===== config.mk =====
export PLATFORM = sky130hd
export DESIGN_NAME = match_sequencer
export DESIGN_NICKNAME = d
export VERILOG_FILES = /design/src/rtl/pong_pkg.sv /design/src/rtl/match_sequencer_frame_timer.sv /design/src/rtl/match_sequencer.sv
export SDC_FILE = /design/constraint.sdc
export NUM_CORES = 1
export LEC_CHECK = 0
export BUFFER_PORTS_ARGS = -buffer_cell sky130_fd_sc_hd__buf_2
export CORE_ASPECT_RATIO = 0.8
export CORE_MARGIN = 2
export CORE_UTILIZATION = 40
export CTS_BUF_LIST = sky130_fd_sc_hd__clkbuf_8
export DETAILED_ROUTE_END_ITERATION = 10
export PLACE_DENSITY = 0.61
export RECOVER_POWER = 25
export SKIP_CTS_REPAIR_TIMING = 1
export SYNTH_ARGS = -nofsm -noshare
export SYNTH_HDL_FRONTEND = slang
export SYNTH_SLANG_ARGS = --single-unit

===== constraint.sdc =====
create_clock -name clk -period 2.7 [get_ports clk]
set_clock_uncertainty 0.15 [all_clocks]
set_input_delay 0.27 -clock clk [delete_from_list [all_inputs] [get_ports clk]]
set_output_delay 0.27 -clock clk [all_outputs]
set_load 0.01 [all_outputs]

===== src/rtl/pong_pkg.sv =====
// Shared types and constants for the Pong game-flow control path.
package pong_pkg;

    typedef enum logic [2:0] {
        CLEAR,
        IDLE,
        SERVE,
        PLAY,
        POINT,
        OVER
    } match_state_t;

    localparam logic SIDE_LEFT  = 1'b0;
    localparam logic SIDE_RIGHT = 1'b1;

    // Largest of three frame counts; sizes the shared frame timer.
    function automatic int max3(input int a, input int b, input int c);
        int m;
        m = (a > b) ? a : b;
        return (m > c) ? m : c;
    endfunction

endpackage


===== src/rtl/match_sequencer_frame_timer.sv =====
// Loadable frame-tick down-counter. A reload of N-1 yields done on the
// N-th frame tick after the load; the count parks at zero afterwards.
module frame_timer #(
    parameter int TW = 8
) (
    input  logic          clk,
    input  logic          reset,
    input  logic          load,
    input  logic [TW-1:0] load_val,
    input  logic          frame,
    output logic          done
);

    logic [TW-1:0] count;

    // Load has priority over counting so a reload on the expiring tick restarts cleanly.
    always_ff @(posedge clk) begin
        if (reset) begin
            count <= '0;
        end else if (load) begin
            count <= load_val;
        end else if (frame && (count != '0)) begin
            count <= count - 1'b1;
        end
    end

    assign done = frame && (count == '0);

endmodule


===== src/rtl/match_sequencer.sv =====
// Pong game-flow controller: turns miss events into frame-aligned score
// pulses, keeps match tallies and sequences serve/play/point/game-over.
module match_sequencer
    import pong_pkg::*;
#(
    parameter int WIN_SCORE    = 11,
    parameter int SERVE_FRAMES = 60,
    parameter int HOLD_FRAMES  = 90,
    parameter int BLINK_FRAMES = 30
) (
    input  logic       clk,
    input  logic       reset,
    input  logic       frame,
    input  logic       start,
    input  logic       miss_left,
    input  logic       miss_right,
    output logic       right_en,
    output logic       left_en,
    output logic       score_clear,
    output logic       ball_run,
    output logic       ball_center,
    output logic       serve_dir,
    output logic       game_over,
    output logic       winner,
    output logic       blank,
    output logic [6:0] score_right,
    output logic [6:0] score_left
);

    localparam int TW = $clog2(max3(SERVE_FRAMES, HOLD_FRAMES, BLINK_FRAMES)) + 1;
    localparam logic [TW-1:0] SERVE_LOAD = TW'(SERVE_FRAMES - 1);
    localparam logic [TW-1:0] HOLD_LOAD  = TW'(HOLD_FRAMES - 1);
    localparam logic [TW-1:0] BLINK_LOAD = TW'(BLINK_FRAMES - 1);
    localparam logic [6:0]    WIN_TALLY  = 7'(WIN_SCORE);

    match_state_t  state;
    logic          start_q;
    logic          pending;
    logic          pend_side;
    logic          run_q;
    logic          start_rise;
    logic          point_now;
    logic          let_now;
    logic          win_any;
    logic          tmr_load;
    logic [TW-1:0] tmr_val;
    logic          tmr_done;

    assign start_rise = start & ~start_q;
    // A latched point is scored only on a frame so the scoreboard stays frame-aligned.
    assign point_now  = (state == PLAY) && pending && frame && !reset;
    assign let_now    = (state == PLAY) && !pending && miss_left && miss_right;
    assign win_any    = (score_left == WIN_TALLY) || (score_right == WIN_TALLY);

    assign right_en = point_now && (pend_side == SIDE_RIGHT);
    assign left_en  = point_now && (pend_side == SIDE_LEFT);
    // Motion stops in the scoring cycle itself, not a cycle later.
    assign ball_run = run_q && !point_now;

    frame_timer #(.TW(TW)) u_timer (
        .clk      (clk),
        .reset    (reset),
        .load     (tmr_load),
        .load_val (tmr_val),
        .frame    (frame),
        .done     (tmr_done)
    );

    // Timer reload requests for serve delay, point hold and game-over blink.
    always_comb begin
        tmr_load = 1'b0;
        tmr_val  = SERVE_LOAD;
        case (state)
            IDLE: begin
                tmr_load = start_rise;
            end
            PLAY: begin
                if (point_now) begin
                    tmr_load = 1'b1;
                    tmr_val  = HOLD_LOAD;
                end else if (let_now) begin
                    tmr_load = 1'b1;
                end
            end
            POINT: begin
                if (tmr_done) begin
                    tmr_load = 1'b1;
                    tmr_val  = win_any ? BLINK_LOAD : SERVE_LOAD;
                end
            end
            OVER: begin
                if (tmr_done) begin
                    tmr_load = 1'b1;
                    tmr_val  = BLINK_LOAD;
                end
            end
            default: begin
                tmr_load = 1'b0;
            end
        endcase
    end

    // Match FSM with registered control outputs and score tallies.
    always_ff @(posedge clk) begin
        if (reset) begin
            state       <= CLEAR;
            start_q     <= 1'b0;
            pending     <= 1'b0;
            pend_side   <= SIDE_LEFT;
            run_q       <= 1'b0;
            score_clear <= 1'b1;
            ball_center <= 1'b1;
            serve_dir   <= 1'b0;
            game_over   <= 1'b0;
            winner      <= 1'b0;
            blank       <= 1'b0;
            score_right <= '0;
            score_left  <= '0;
        end else begin
            start_q <= start;
            case (state)
                CLEAR: begin
                    score_clear <= 1'b1;
                    ball_center <= 1'b1;
                    if (frame) begin
                        score_clear <= 1'b0;
                        state       <= IDLE;
                    end
                end
                IDLE: begin
                    if (start_rise) begin
                        state <= SERVE;
                    end
                end
                SERVE: begin
                    if (tmr_done) begin
                        state       <= PLAY;
                        ball_center <= 1'b0;
                        run_q       <= 1'b1;
                    end
                end
                PLAY: begin
                    if (point_now) begin
                        pending     <= 1'b0;
                        run_q       <= 1'b0;
                        ball_center <= 1'b1;
                        state       <= POINT;
                        if (pend_side == SIDE_RIGHT) begin
                            score_right <= score_right + 7'd1;
                            serve_dir   <= 1'b0;
                        end else begin
                            score_left  <= score_left + 7'd1;
                            serve_dir   <= 1'b1;
                        end
                    end else if (let_now) begin
                        run_q       <= 1'b0;
                        ball_center <= 1'b1;
                        state       <= SERVE;
                    end else if (!pending && (miss_left ^ miss_right)) begin
                        pending   <= 1'b1;
                        pend_side <= miss_left ? SIDE_RIGHT : SIDE_LEFT;
                    end
                end
                POINT: begin
                    if (tmr_done) begin
                        if (win_any) begin
                            state     <= OVER;
                            game_over <= 1'b1;
                            blank     <= 1'b0;
                            winner    <= (score_right == WIN_TALLY) ? SIDE_RIGHT : SIDE_LEFT;
                        end else begin
                            state <= SERVE;
                        end
                    end
                end
                OVER: begin
                    if (start_rise) begin
                        state       <= CLEAR;
                        game_over   <= 1'b0;
                        winner      <= 1'b0;
                        blank       <= 1'b0;
                        score_clear <= 1'b1;
                        score_right <= '0;
                        score_left  <= '0;
                    end else if (tmr_done) begin
                        blank <= ~blank;
                    end
                end
                default: begin
                    state <= CLEAR;
                end
            endcase
        end
    end

endmodule


==> results of run 1 <==
[layer usage]
layer | GRT usage | wire [um] | vias up
met5 | 0 | 0 | -
met4 | 0.0508 | 53 | 0
met2 | 0.265 | 1920 | 36
met3 | 0.0563 | 205 | 6
li1 | - | - | 901
met1 | 0.264 | 2300 | 849
[registers in the layout, indices dropped and copies added (netlist names)]
name and count:
ball_center 1, blank 1, game_over 1, pend_side 1
pending 1, run_q 1, score_clear 1, score_left 7
score_right 7, serve_dir 1, start_q 1, state 3
u_timer.count 8, winner 1
[stage by stage]
stage,std cells,util,setup WS (ps),instance area [um^2],total power [W]
after floorplan,229,-,611,1900,0.00124
after global placement,312,0.460,526,2100,0.00138
after detailed placement,312,0.460,480,2100,0.00137
after CTS,318,0.476,466,2180,0.00172
after global routing,318,0.472,261,2160,0.00185
final,318,0.472,408,2160,0.00172
[critical path: cells and delay by family (launching register included)]
kind,cells,cell delay (ps)
and+or+nand+nor,2,820
AOI/OAI and AO/OA,3,600
DFF,1,310
adders and majority gates,1,160
buffers and inverters,1,100
[path summary, 6_finish.rpt]
check | slack, ps | cells past startpoint | from | end
setup / recovery | 410 | 7 | u_timer.count[0]$_SDFFE_PP0P_ | game_over$_SDFFE_PP0P_
hold / removal | 90 | 2 | start | start_q$_SDFF_PP0_
setup reg to reg | 410 | 7 | u_timer.count[0]$_SDFFE_PP0P_ | game_over$_SDFFE_PP0P_
hold reg to reg | 320 | 2 | winner$_SDFFE_PP0P_ | winner$_SDFFE_PP0P_
[power by group through the flow]
stage | combinational, W | clock (W) | sequential [W]
5_1_grt | 0.000724 | 0.000381 | 0.000743
3_5_place_dp | 0.000643 | 0 | 0.000730
6_report | 0.000651 | 0.000340 | 0.000725
3_3_place_gp | 0.000645 | 0 | 0.000733
2_1_floorplan | 0.000566 | 0 | 0.000676
4_1_cts | 0.000650 | 0.000354 | 0.000720
[Yosys cell counts (2+ instances only)]
library cell | instances | area [um^2]
dfxtp_1 | 35 | 701
nor2_1 | 22 | 82.6
a21oi_1 | 17 | 85.1
o21ai_0 | 15 | 75.1
nand2_1 | 14 | 52.6
nor3_1 | 13 | 65.1
nand3_1 | 10 | 50.1
xnor2_1 | 9 | 78.8
clkbuf_1 | 6 | 22.5
inv_1 | 6 | 22.5
nand2b_1 | 6 | 37.5
nand3b_1 | 5 | 37.5
nor4_1 | 5 | 31.3
a31oi_1 | 4 | 25.0
ha_1 | 4 | 50.1
mux2i_1 | 4 | 40.0
o31ai_1 | 4 | 30.0
and2_1 | 3 | 18.8
and3_1 | 3 | 18.8
buf_2 | 3 | 15.0
nor2b_1 | 3 | 18.8
or3_1 | 3 | 18.8
or4_1 | 3 | 22.5
a22oi_1 | 2 | 15.0
and3b_1 | 2 | 17.5
nor4bb_1 | 2 | 20.0
o21a_1 | 2 | 15.0
or4b_1 | 2 | 20.0
[final cells by class]
class / instances / area [um^2]
Clock buffer: 5 / 68.8
Clock inverter: 1 / 3.75
Fill cell: 494 / 2410
Inverter: 6 / 22.5
Multi-Input combinational cell: 179 / 1130
Sequential cell: 35 / 701
Tap cell: 60 / 75.1
Timing Repair Buffer: 32 / 150
[logic make-up after synthesis]
family / count (synthesis)
AOI/OAI and AO/OA: 56
xor gates and xnor gates: 10
adders and majority gates: 4
buffers and inverters: 15
DFF: 35
muxes: 4
and+or+nand+nor: 105
==> flow_summary.yaml, run 1 <==
finish:
  drive_gt1_frac: 0.116
  layout_commonest_cell: "dfxtp_1"
  syn_to_final_growth_pct: 13.7
  antenna_cells: 0
  final_nets: 269
  final_cell_mix: "35 x dfxtp_1, 22 x nor2_1, 17 x a21oi_1"
logic_synthesis:
  syn_nets: 239
  synth_top_family_by_area: "simple AND/OR/NAND/NOR gates"
  syn_area_per_cell_um2: 8.28
  synthSimpleGateAreaFrac: 0.321
  synth_compound_area_frac: 0.183
  synthAdderAreaFrac: 0.0264
  yosysUniqueCellTypes: 50
  synth_cells: 229
  async_flop_share: 0
  synth_area_um2: 1900
  muxShareOfSynthArea: 0.0211
  synthFlopType: "dfxtp_1"
  ys_ff_latch: 35
  ys_warn_count: 0
  synth_xor_area_frac: 0.0462
  synth_edf_count: 0
  ys_seq_area_frac: 0.370
floorplan:
  chipWidth_um: 81.0
  die_y_um: 65.6
  initial_core_util: 0.415
  core_um2: 4570
  ios: 29
  rows: 22
  fp.dieArea_um2: 5310
setup_path:
  path_cells: "inv_1 > ha_1 > or4b_1 > nor2_1 > o21ai_0 > a21oi_1 > o32ai_1"
  start_kind: "flop"
  critPathMaxFanout: 7
  slowest_delay_ps: 560
  cp_data_arrival_time_ps: 2260
  cpMaxStageDelayCell: "or4b_1"
  critPathKind: "flop to flop"
  critPathCaptureType: "flop"
  cp.required_ps: 2670
sta:
  tightest_slew_ps: 1220
  fin_crit_ps: 2290
  setup_violations: 0
  fmax_mhz: 436
  report.final.hold_viol_count: 0
  grt_setup_unrepaired: "false"
  finalMaxSlewViolations: 0
  period_share: 0.849
  tns_ps: 0
  holdWs_ps: 93.4
  slew_headroom: 0.188
power:
  switching_share: 0.389
  internal_power_w: 0.00105
  power_frac_comb: 0.379
  leakagePower_nw: 0.796
  pwr-share-clk: 0.198
  ir_drop_mv: 0.311
  pwr-share-seq: 0.422
  p_per_area_nw_per_um2: 796
  p_switching_w: 0.000667
drt:
  drtPass1Iterations: 4
  vias_per_cell: 5.64
  totalWireLength_um: 4470
  antenna_left: 0
  wl_per_cell_um: 14.1
  route.detailed.drc: 0
  drtIter0Drc: 66
  vias: 1792
place:
  gp_congestion: 0.812
  place_hpwl_um: 3160
  io_buffer_count: 28
clocking:
  cts_buffers: 5
  cts_buffer_depth: 2
  clk_pin_slew_worst_paths_ps: 60
  cts_num_sinks: 35
  cts_tree: "built"
  htree_levels: 2
  root_buffer: "clkbuf_8"
  clk_latency_ps: 280
grt:
  grt_pass1_vias: 1625
  grtUsageTotal: 0.184
  grt_pass1_wl_um: 7570
  grt_max_degree: 30
  antenna_found_initial: 0
  grt_overflow_total: 0
min_path:
  hold_path_class: "input pin to flop"
job:
  maxCapViolCount: 0
run_status:
  outcome: "finished clean"
Power figures use the tool's default switching activity.
==> inputs of run 2 (changes only) <==
Clock period 2.7 ns to 2.15 ns, I/O delays scaled along.
==> run 2 against run 1 <==
Against the previous run: sequential power grew 22%; die area is the same; routed wire length grew 2.4%; sequential share of layout area shrank 2.2 points; worst hold slack lost 57 ps; register-to-register slack lost 340 ps; final cell count grew 4.1%; clock power grew 54%; combinational power grew 69%; first-iteration DRC count shrank 21%; critical path type unchanged.
==> flow_summary.yaml, run 2 (synthesized netlist as in run 1, its figures left out) <==
floorplan:
  rows: 22
  die_y_um: 65.6
  core_um2: 4570
  chipWidth_um: 81.0
  ios: 29
  initial_core_util: 0.415
  fp.dieArea_um2: 5310
drt:
  vias: 1815
  drtIter0Drc: 52
  route.detailed.drc: 0
  wl_per_cell_um: 13.8
  totalWireLength_um: 4580
  drtPass1Iterations: 4
  antenna_left: 0
  vias_per_cell: 5.48
place:
  place_hpwl_um: 3340
  placed_cells: 323
  gp_congestion: 0.839
  io_buffer_count: 28
sta:
  fmax_mhz: 479
  period_share: 0.971
  finalMaxSlewViolations: 0
  slew_headroom: 0.569
  tns_ps: 0
  fin_crit_ps: 2090
  tightest_slew_ps: 647
  report.final.hold_viol_count: 0
  setup_violations: 0
setup_path:
  r2r_end: "winner$_SDFFE_PP0P_"
  cpMaxStageDelayCell: "or4b_4"
  r2r-start: "u_timer.count[0]$_SDFFE_PP0P_"
  critPathCaptureType: "flop"
  slowest_delay_ps: 520
  cp.required_ps: 2220
  cp_data_arrival_time_ps: 2160
  critPathMaxFanout: 6
  start_kind: "flop"
  critPathKind: "flop to flop"
  rr_worst_depth: 6
  regToRegSetupSlack_ps: 60
  path_cells: "inv_2 > ha_2 > or4b_4 > or2_4 > or4_1 > o21ai_1"
grt:
  grt_pass1_wl_um: 7560
  grt_max_degree: 30
  grtUsageTotal: 0.184
  antenna_found_initial: 0
  grt_overflow_total: 0
  grt_pass1_vias: 1604
finish:
  largest_reg_flops: 8
  seq_area_um2: 702
  nFillCells: 478
  layout_commonest_cell: "dfxtp_1"
  drive_gt1_frac: 0.199
  layout.cells.non_filler: 331
  final_cell_mix: "34 x dfxtp_1, 21 x nor2_1, 17 x a21oi_1"
  syn_to_final_growth_pct: 22.1
  final_nets: 280
  max_flop_register: "u_timer.count"
  multi_input_comb_area_um2: 1180
  largestRegisters: "u_timer.count: 8 flops, score_left: 7 flops, score_right: 7 flops"
  antenna_cells: 0
job:
  maxCapViolCount: 0
power:
  switching_share: 0.376
  ir_drop_mv: 0.477
  leakagePower_nw: 0.880
  pwr-share-clk: 0.208
  p_per_area_nw_per_um2: 1080
  power_frac_comb: 0.440
  p_switching_w: 0.000943
  internal_power_w: 0.00157
  pwr-share-seq: 0.352
clocking:
  htree_levels: 2
  clk_latency_ps: 280
  cts_num_sinks: 35
  clk_pin_slew_worst_paths_ps: 70
  cts_tree: "built"
  root_buffer: "clkbuf_8"
  cts_buffers: 5
  cts_buffer_depth: 2
min_path:
  whs_path_depth: 2
  hold_path_class: "input pin to flop"
  holdPathEnd: "start_q$_SDFF_PP0_"
  hold_start: "start"
run_status:
  outcome: "finished clean"
## run 2: worst max path at each step
stage / start / to / slack, ps / depth (start not counted)
3_5_place_dp: u_timer.count[0]$_SDFFE_PP0P_ / state[2]$_SDFFE_PP0P_ / -10 / 7
2_1_floorplan: u_timer.count[0]$_SDFFE_PP0P_ / winner$_SDFFE_PP0P_ / 60 / 7
6_report: u_timer.count[0]$_SDFFE_PP0P_ / winner$_SDFFE_PP0P_ / 60 / 6
4_1_cts: u_timer.count[0]$_SDFFE_PP0P_ / state[2]$_SDFFE_PP0P_ / -30 / 7
3_3_place_gp: u_timer.count[0]$_SDFFE_PP0P_ / winner$_SDFFE_PP0P_ / 40 / 6
5_1_grt: u_timer.count[0]$_SDFFE_PP0P_ / state[2]$_SDFFE_PP0P_ / -3 / 7
## run 2: area by class of cell
class / count / share of cell area
Sequential cell: 35 / 0.303
Clock buffer: 7 / 0.0416
Clock inverter: 1 / 0.00162
Multi-Input combinational cell: 179 / 0.509
Inverter: 6 / 0.00973
Tap cell: 60 / 0.0324
Timing Repair Buffer: 43 / 0.103
## run 2: power groups by stage
stage / Clock (W) / Sequential [W] / Combinational (W)
global route: 0.000561 / 0.000900 / 0.00123
CTS: 0.000534 / 0.000868 / 0.000980
finish: 0.000523 / 0.000882 / 0.00110
floorplan: 0 / 0.000849 / 0.000710
global placement: 0 / 0.000880 / 0.000963
detailed placement: 0 / 0.000880 / 0.000972
## run 2: critical path, delay by kind of cell, from the launching register on
kind	cells	cell delay, ps
buffers and inverters	1	50
DFF	1	320
adders and majority gates	1	160
AOI/OAI and AO/OA	1	80
and+or+nand+nor	3	1260
## run 2: metal layers
metal	vias to the layer above	track usage	share of wire
met4	0	0.0720	0.016
met2	39	0.264	0.42
met1	839	0.263	0.51
li1	929	-	-
met3	8	0.0453	0.054
met5	-	0	0
## run 2: stage by stage
| step | utilization | setup slack [ps] | hold slack (ps) | cell area, um^2 | total power, W |
|---|---|---|---|---|---|
| 5_1_grt | 0.507 | -2.55 | 59.1 | 2310 | 0.00269 |
| 6_report | 0.507 | 63.2 | 36.0 | 2310 | 0.00251 |
| 2_1_floorplan | - | 61.0 | 193 | 1900 | 0.00156 |
| 3_3_place_gp | 0.478 | 36.5 | 316 | 2190 | 0.00184 |
| 3_5_place_dp | 0.478 | -11.5 | 311 | 2190 | 0.00185 |
| 4_1_cts | 0.500 | -29.5 | 34.8 | 2290 | 0.00238 |
